[src/rtl/lpf_decim.sv]
// Rounds, saturates and decimates the fir result into Q15 and buffers it in a show-ahead FIFO.
// Latency: a kept sample accepted at edge N is written to the FIFO at edge N+2.
// Backpressure: none on the input; a full FIFO with no pop drops the new sample and sets ovf.

module lpf_decim_fifo #(
    parameter int W     = 16,
    parameter int DEPTH = 8
) (
    input  logic                     clk,
    input  logic                     rst,
    input  logic                     wr_vld,
    input  logic [W-1:0]             wr_dat,
    output logic                     rd_vld,
    input  logic                     rd_rdy,
    output logic [W-1:0]             rd_dat,
    output logic [$clog2(DEPTH):0]   level,
    output logic                     drop
);
    localparam int AW = $clog2(DEPTH);
    localparam int LW = AW + 1;

    logic [W-1:0]  mem [DEPTH];
    logic [AW-1:0] wr_ptr;
    logic [AW-1:0] rd_ptr;
    logic [LW-1:0] lvl_nxt;
    logic          pop;
    logic          full;
    logic          wr_en;

    // A pop frees the head slot, so a push into a full FIFO is legal in that same cycle.
    always_comb begin
        pop     = rd_vld & rd_rdy;
        full    = (level == LW'(DEPTH));
        wr_en   = wr_vld & (~full | pop);
        drop    = wr_vld & full & ~pop;
        lvl_nxt = level + LW'(wr_en) - LW'(pop);
    end

    // Pointers, occupancy and the registered not-empty flag.
    always_ff @(posedge clk or negedge rst) begin
        if (!rst) begin
            wr_ptr <= '0;
            rd_ptr <= '0;
            level  <= '0;
            rd_vld <= 1'b0;
        end else begin
            if (wr_en) wr_ptr <= wr_ptr + AW'(1);
            if (pop)   rd_ptr <= rd_ptr + AW'(1);
            level  <= lvl_nxt;
            rd_vld <= (lvl_nxt != '0);
        end
    end

    // Storage needs no reset: the head is masked to zero while empty.
    always_ff @(posedge clk) begin
        if (wr_en) mem[wr_ptr] <= wr_dat;
    end

    assign rd_dat = rd_vld ? mem[rd_ptr] : '0;
endmodule

module lpf_decim #(
    parameter int DIN_W  = 32,
    parameter int DOUT_W = 16,
    parameter int SHIFT  = 15,
    parameter int DECIM  = 4,
    parameter int SKIP   = 4,
    parameter int DEPTH  = 8
) (
    input  logic                        clk,
    input  logic                        rst,
    input  logic signed [DIN_W-1:0]     din,
    input  logic                        din_valid,
    input  logic                        clr,
    output logic signed [DOUT_W-1:0]    dout,
    output logic                        dout_valid,
    input  logic                        dout_ready,
    output logic [$clog2(DEPTH):0]      level,
    output logic                        sat,
    output logic                        ovf
);
    localparam int SKW = (SKIP > 0) ? $clog2(SKIP + 1) : 1;
    localparam int PHW = (DECIM > 1) ? $clog2(DECIM) : 1;
    // Width of the rounded, shifted value before saturation.
    localparam int RW  = DIN_W + 1 - SHIFT;
    localparam int HW  = RW - DOUT_W + 1;
    localparam logic [DIN_W:0]    HALF = (DIN_W + 1)'(1) << (SHIFT - 1);
    localparam logic [DOUT_W-1:0] MAXV = {1'b0, {(DOUT_W - 1){1'b1}}};
    localparam logic [DOUT_W-1:0] MINV = {1'b1, {(DOUT_W - 1){1'b0}}};

    logic [SKW-1:0]    skip_cnt;
    logic [PHW-1:0]    phase;
    logic              skip_done;
    logic              keep;
    logic [DIN_W:0]    sum;
    logic              rnd_unused;
    logic              s1_vld;
    logic [RW-1:0]     s1_r;
    logic [HW-1:0]     hi;
    logic              pos_clip;
    logic              neg_clip;
    logic [DOUT_W-1:0] sat_val;
    logic              s2_vld;
    logic [DOUT_W-1:0] s2_dat;
    logic              fifo_drop;
    logic [DOUT_W-1:0] fifo_dat;

    assign skip_done = (skip_cnt == SKW'(SKIP));
    assign keep      = din_valid & skip_done & (phase == '0);

    // Sign-extend by one bit so adding the half-LSB can never wrap; the shift
    // then just takes the top bits, which is floor division (half rounds up).
    assign sum        = {din[DIN_W-1], din} + HALF;
    assign rnd_unused = ^sum[SHIFT-1:0];

    // Discard counter: saturates at SKIP, after which every accepted sample is eligible.
    always_ff @(posedge clk or negedge rst) begin
        if (!rst)                         skip_cnt <= '0;
        else if (din_valid && !skip_done) skip_cnt <= skip_cnt + SKW'(1);
    end

    // Decimation phase: only advances once the start-up transient is gone.
    always_ff @(posedge clk or negedge rst) begin
        if (!rst) begin
            phase <= '0;
        end else if (din_valid && skip_done) begin
            phase <= (phase == PHW'(DECIM - 1)) ? '0 : phase + PHW'(1);
        end
    end

    // Stage 1: register the rounded and shifted value of kept samples.
    always_ff @(posedge clk or negedge rst) begin
        if (!rst) begin
            s1_vld <= 1'b0;
            s1_r   <= '0;
        end else begin
            s1_vld <= keep;
            if (keep) s1_r <= sum[DIN_W:SHIFT];
        end
    end

    // Bits that must all match the output sign bit for the value to fit.
    always_comb begin
        hi       = s1_r[RW-1:DOUT_W-1];
        pos_clip = ~s1_r[RW-1] & (|hi);
        neg_clip = s1_r[RW-1] & ~(&hi);
        sat_val  = s1_r[DOUT_W-1:0];
        if (pos_clip) sat_val = MAXV;
        if (neg_clip) sat_val = MINV;
    end

    // Stage 2: register the saturated sample that is pushed on the next edge.
    always_ff @(posedge clk or negedge rst) begin
        if (!rst) begin
            s2_vld <= 1'b0;
            s2_dat <= '0;
        end else begin
            s2_vld <= s1_vld;
            if (s1_vld) s2_dat <= sat_val;
        end
    end

    // Sticky flags: a new event in the clearing cycle takes priority over clr.
    always_ff @(posedge clk or negedge rst) begin
        if (!rst) begin
            sat <= 1'b0;
            ovf <= 1'b0;
        end else begin
            if (s1_vld && (pos_clip || neg_clip)) sat <= 1'b1;
            else if (clr)                         sat <= 1'b0;
            if (fifo_drop)                        ovf <= 1'b1;
            else if (clr)                         ovf <= 1'b0;
        end
    end

    lpf_decim_fifo #(
        .W     (DOUT_W),
        .DEPTH (DEPTH)
    ) u_fifo (
        .clk    (clk),
        .rst    (rst),
        .wr_vld (s2_vld),
        .wr_dat (s2_dat),
        .rd_vld (dout_valid),
        .rd_rdy (dout_ready),
        .rd_dat (fifo_dat),
        .level  (level),
        .drop   (fifo_drop)
    );

    assign dout = fifo_dat;
endmodule

[config.mk]
export PLATFORM = sky130hd
export DESIGN_NAME = lpf_decim
export DESIGN_NICKNAME = d
export VERILOG_FILES = /design/src/rtl/lpf_decim.sv
export SDC_FILE = /design/constraint.sdc
export NUM_CORES = 1
export LEC_CHECK = 0
export BUFFER_PORTS_ARGS = -buffer_cell sky130_fd_sc_hd__buf_2
export CORE_AREA = 2 2 136 138
export CTS_CLUSTER_SIZE = 16
export DETAILED_ROUTE_END_ITERATION = 8
export DIE_AREA = 0 0 138 140
export HOLD_SLACK_MARGIN = 0.02
export PLACE_DENSITY_LB_ADDON = 0.3
export SETUP_SLACK_MARGIN = 0.05
export SYNTH_ARGS = -nofsm -noshare
export SYNTH_HDL_FRONTEND = slang
export SYNTH_SLANG_ARGS = --single-unit
[constraint.sdc]
create_clock -name clk -period 3.3 [get_ports clk]
set_clock_uncertainty 0.05 [all_clocks]
set_input_delay 0.825 -clock clk [delete_from_list [all_inputs] [get_ports clk]]
set_output_delay 0.825 -clock clk [all_outputs]
set_load 0.02 [all_outputs]
* Word level (Yosys, flattened, before mapping)
Memory sizes are Yosys's and may differ from the RTL's.
Cells that the tools add are included.
** Operators by class
- Add/subtract/negate cells :: 7
- $mul :: 0
- Divide/modulo/power cells :: 0
- $lt $le $gt $ge :: 0
- Equality and inequality tests :: 3
- Shift operators :: 0
- Multiplexer cells :: 9
- Bitwise logic cells :: 13
- Reduce and logical (&&, ||, !) cells :: 11
** Operators by type and width (number)
- $mux 16 :: 3
- $add 32x16->33 const B :: 1
- $add 3x1->3 const B :: 3
- $and 1x1->1 :: 8
- $mux 1 :: 5
- $add 4x1->4 :: 1
- $eq 4x4->1 const B :: 1
- $not 1->1 :: 4
- $reduce_bool 2->1 :: 2
- $reduce_bool 4->1 :: 1
- $sub 4x1->4 :: 1
- $eq 3x3->1 const B :: 1
- $logic_and 1x1->1 :: 3
- $reduce_and 3->1 :: 1
- $reduce_or 3->1 :: 1
- $add 2x1->2 const B :: 1
- $eq 2x2->1 const B :: 1
- $logic_not 2->1 :: 1
- $mux 2 :: 1
- $logic_not 1->1 :: 1
- $logic_or 1x1->1 :: 1
- $or 1x1->1 :: 1
** Storage, ports and cells
- Register bits :: 54
- Bits in latches :: 0
- RAM bits :: 128
- Bits in read-only memories :: 0
- Output and inout port bits :: 23
- Logic and storage cells :: 56
- Memories :: 1
** Memories
- u_fifo.mem :: words 8, bits a word 16, read ports 1, clocked after memory_dff 0, write ports 1, line 22 : logic [W-1:0] mem [DEPTH];

* Depth between registers and ports, before layout
- Word-level depth :: 7
- Depth in mapped cells :: 10
- Mapped depth without buffers :: 10

* By module
From an unflattened synthesis, not the netlist that was laid out.
** Second synthesis, totals
- Cells, all modules :: 547
- Area, all modules :: 8051.5 um^2
** Modules (own cells, without submodules)
- lpf_decim_fifo :: instances 1, cells each 298, area an instance 5684.2 um^2
- lpf_decim :: instances 1, cells each 249, area an instance 2367.3 um^2

* Worst setup path after synthesis
Ideal clock, no wire load.
- Kind :: input-to-reg
- Start :: input dout_ready
- End :: memory u_fifo.mem[0][0], enable pin
- Library setup time :: 430 ps
- Data arrival time :: 2727 ps
- Path slack :: 93 ps
- Stages on the path :: 4
- Path through :: nand2_1 nand3_1 nand2_1 nor4_1
** Between the ends
- Cells in the longest elaborated chain, start to end :: 5
** RTL lines
- from (decl) :: line 77 : input logic dout_ready,
- $and 1x1->1 :: line 32 : pop = rd_vld & rd_rdy;
- $or 1x1->1 :: line 34 : wr_en = wr_vld & (~full | pop);
- $and 1x1->1 :: line 34
- $mux 1 :: line 56 : if (wr_en) mem[wr_ptr] <= wr_dat;
- $mux 1 (not written as such) :: line 56
- to (decl) :: line 22
Every way passes these cells.

* Worst setup path after layout
- Start :: register u_fifo.rd_ptr[0]
- End :: output dout[5]
** Between the ends
- Cells in the longest elaborated chain, start to end :: 2
** RTL lines
- from (decl) :: line 24 : logic [AW-1:0] rd_ptr;
- from (signal assigned) :: line 48 : if (pop) rd_ptr <= rd_ptr + AW'(1);
- $mem_v2 8x16
- $mux 16 :: line 59 : assign rd_dat = rd_vld ? mem[rd_ptr] : '0;
- to (decl) :: line 75 : output logic signed [DOUT_W-1:0] dout,
Every way passes these cells.

==> flow_summary_export.csv <==
group,metric,value,unit
hold_path,whs_path_depth,1,
logic_synthesis,synth_ff_type,"edfxtp_1",
floorplanning,die_h,140,um
global_routing,grt_first_pass_wirelength,22700,um
place,dpl-instance-area,8430,um2
place,dp_cells,775,
floorplanning,num_rows,49,
cells_and_area,final_cell_area,9020,um2
setup_path,r2r-start,"u_fifo.level[2]",
power,p_int,5.36,mW
cells_and_area,area_growth,14.2,%
clock_network,cts_resized,0,
logic_synthesis,ys_top_cells_by_area,"edfxtp_1 49%, dfrtp_1 17%, mux4_2 9.1%, mux2_2 2.9%, mux2i_1 2.4%",
hold_path,min-delay-path-class,"flop to flop",
route,routed_wl,14100,um
power,report.power.total,7.95,mW
route,drc,0,
power,pwr-share-seq,0.447,
power,power_switching,2.59,mW
logic_synthesis,synth_common_cells,"128 x edfxtp_1, 54 x dfrtp_1, 48 x nand2_1",
power,switching_share,0.326,
clock_network,cts_buffers,17,
logic_synthesis,ys_types,45,
route,vias_per_cell,5.19,
power,leakagePower,3.33,nW
sta,drv_slew,0,
clock_network,cts_hold_buf,0,
logic_synthesis,syn-cell-area,7900,um2
status,status,"finished clean",
setup_path,path_class,"flop to primary output",
sta,hold_violations,0,
logic_synthesis,netlist_instances,511,
sta,tns,0,ns
cells_and_area,n_antenna_cell,0,
setup_path,rr_worst_depth,8,
setup_path,cp_max_fo,34,
setup_path,critPathLaunchType,"flop",
global_routing,grt_overflow,0,
place,dp_hpwl,8740,um
global_routing,grt_pass1_vias,4225,
floorplanning,ios,60,
clock_network,cts_setup_buffers,0,
clock_network,root_buffer,"clkbuf_16",
sta,grt_setup_unrepaired,"false",
sta,worst_pin_slew,0.899,ns
global_routing,antenna_found_initial,0,
setup_path,cp-end-kind,"primary output",
route,num_vias,4192,
power,max-vdd-ir-drop,455,uV
setup_path,cp-startpoint,"u_fifo.rd_ptr[0]",
floorplanning,start_util,0.444,
logic_synthesis,synth_top_area_share,0.487,
logic_synthesis,synth-seq-cells,182,
logic_synthesis,synth.avg_cell_area,15.5,um2
sta,period_minus_slack,2.98,ns
route,drt-wirelength-per-cell,17.5,um
sta,fin_hold_ws,0.454,ns
cells_and_area,drive_gt1_frac,0.291,
clock_network,htree_levels,4,
power,power_frac_comb,0.301,
global_routing,track_usage,0.154,
clock_network,clkTransAtPathRegs,0.07,ns
place,place.gp.congestion,0.774,
logic_synthesis,synthesis.nets,561,
logic_synthesis,synth_area_leader_cell,"edfxtp_1",
clock_network,cts_buffer_depth,2,
clock_network,tritoncts,"built",
sta,slew_headroom,0.401,
route,dr.pass1.iters,4,
cells_and_area,utilization,0.507,
clock_network,clkLatencyLatePin,0.42,ns
place,numPortBuffers,45,
setup_path,required,2.42,ns
route,final_antenna_net_count,0,
floorplanning,die_w,138,um
sta,setup_viol,0,
power,pwr-share-clk,0.252,
hold_path,min_from,"u_fifo.rd_ptr[2]",
floorplanning,coreArea,17800,um2
place,dp_slack,0.262,ns
logic_synthesis,yosysMostFrequentCell,"edfxtp_1",
logic_synthesis,yosys_warnings,0,
logic_synthesis,ys_seq_area_frac,0.658,
sta,setup_ws,0.319,ns
job,drv_cap,0,
floorplanning,die-area,19300,um2
logic_synthesis,async_flop_share,0.297,
route,drt-initial-drc-count,282,
clock_network,cts_sinks,182,
global_routing,grt_max_degree,55,
sta,fmaxAchievable,335,MHz
logic_synthesis,synth_edf_count,128,
cells_and_area,fin_cells,807,
power,power_density,882,nW/um2
sta,finalCritPeriodShare,0.903,
setup_path,cp.arrival,2.11,ns
cells_and_area,nets,615,
[routing by layer]
layer,part of all wire,track usage
met5,0,0
met4,0.0088,0.0483
met3,0.039,0.0414
met2,0.51,0.262
met1,0.44,0.194
[area by class of cell]
| class | count | area, um2 |
|---|---|---|
| clock buffers | 21 | 450 |
| well taps | 229 | 287 |
| clock inverters | 11 | 138 |
| repair buffers | 59 | 343 |
| flip-flops and latches | 182 | 5200 |
| multi-input cells | 287 | 2540 |
| fillers | 1502 | 8760 |
| inverters | 18 | 67.6 |
[worst max-delay path, cell delays in order, from the launching register on]
cell and delay [ns]:
dfrtp_2 0.37, buf_12 0.27, mux4_2 0.55, mux2i_1 0.23, nor2b_1 0.07, buf_2 0.16
[cell families (layout without fill, tap and decap cells)]
kind of cell | count (synthesis) | after routing | share of synthesized area
xor+xnor | 19 | 19 | 0.0211
simple gates | 130 | 130 | 0.0848
compound gates | 53 | 53 | 0.0452
flops | 182 | 182 | 0.658
buf+inv | 42 | 109 | 0.0242
fa+ha+maj | 13 | 13 | 0.0215
mux | 72 | 72 | 0.145
[path summary, 6_finish.rpt]
check	slack, ns	end
min in group asynchronous	0.46	s1_r[9]
setup / recovery	0.32	dout[5]
max in group asynchronous	2.25	u_fifo.rd_ptr[0]
hold reg to reg	0.45	u_fifo.rd_ptr[2]
hold / removal	0.45	u_fifo.rd_ptr[2]
setup reg to reg	0.74	u_fifo.rd_vld
[cell usage in the layout (no fill, tap or decap), drive strengths merged, types with 2 or more instances in the layout]
cell and count:
bufinv 2, a21o 2, nand4 5, a21oi 18
and2 3, xnor2 16, mux2i 19, o21ba 15
ha 12, nand3 10, edfxtp 128, nor3 9
clkbuf 21, clkinvlp 2, mux4 32, mux2 21
nor4 7, nor2 23, dfrtp 54, nand2 48
o21ai 13, nand2b 3, buf 59, xor2 3
inv 24, nor2b 17
[power by group through the flow]
stage          Clock (mW)  Sequential, mW  Combinational, mW
2_1_floorplan           0            3.37               1.96
3_3_place_gp            0            3.54               2.37
3_5_place_dp            0            3.60               2.44
4_1_cts              2.05            3.55               2.45
5_1_grt              2.15            3.63               2.68
6_report             2.00            3.55               2.40
[sequential cells by signal (all words and copies together), names as in the netlist]
register and cells:
ovf 1, sat 1, skip_cnt 3, u_fifo.level 4, phase 2, u_fifo.rd_vld 1, s1_vld 1, u_fifo.rd_ptr 3
u_fifo.mem 128, u_fifo.wr_ptr 3, s2_vld 1, s2_dat 16, s1_r 18
Power figures use the tool's default switching activity.
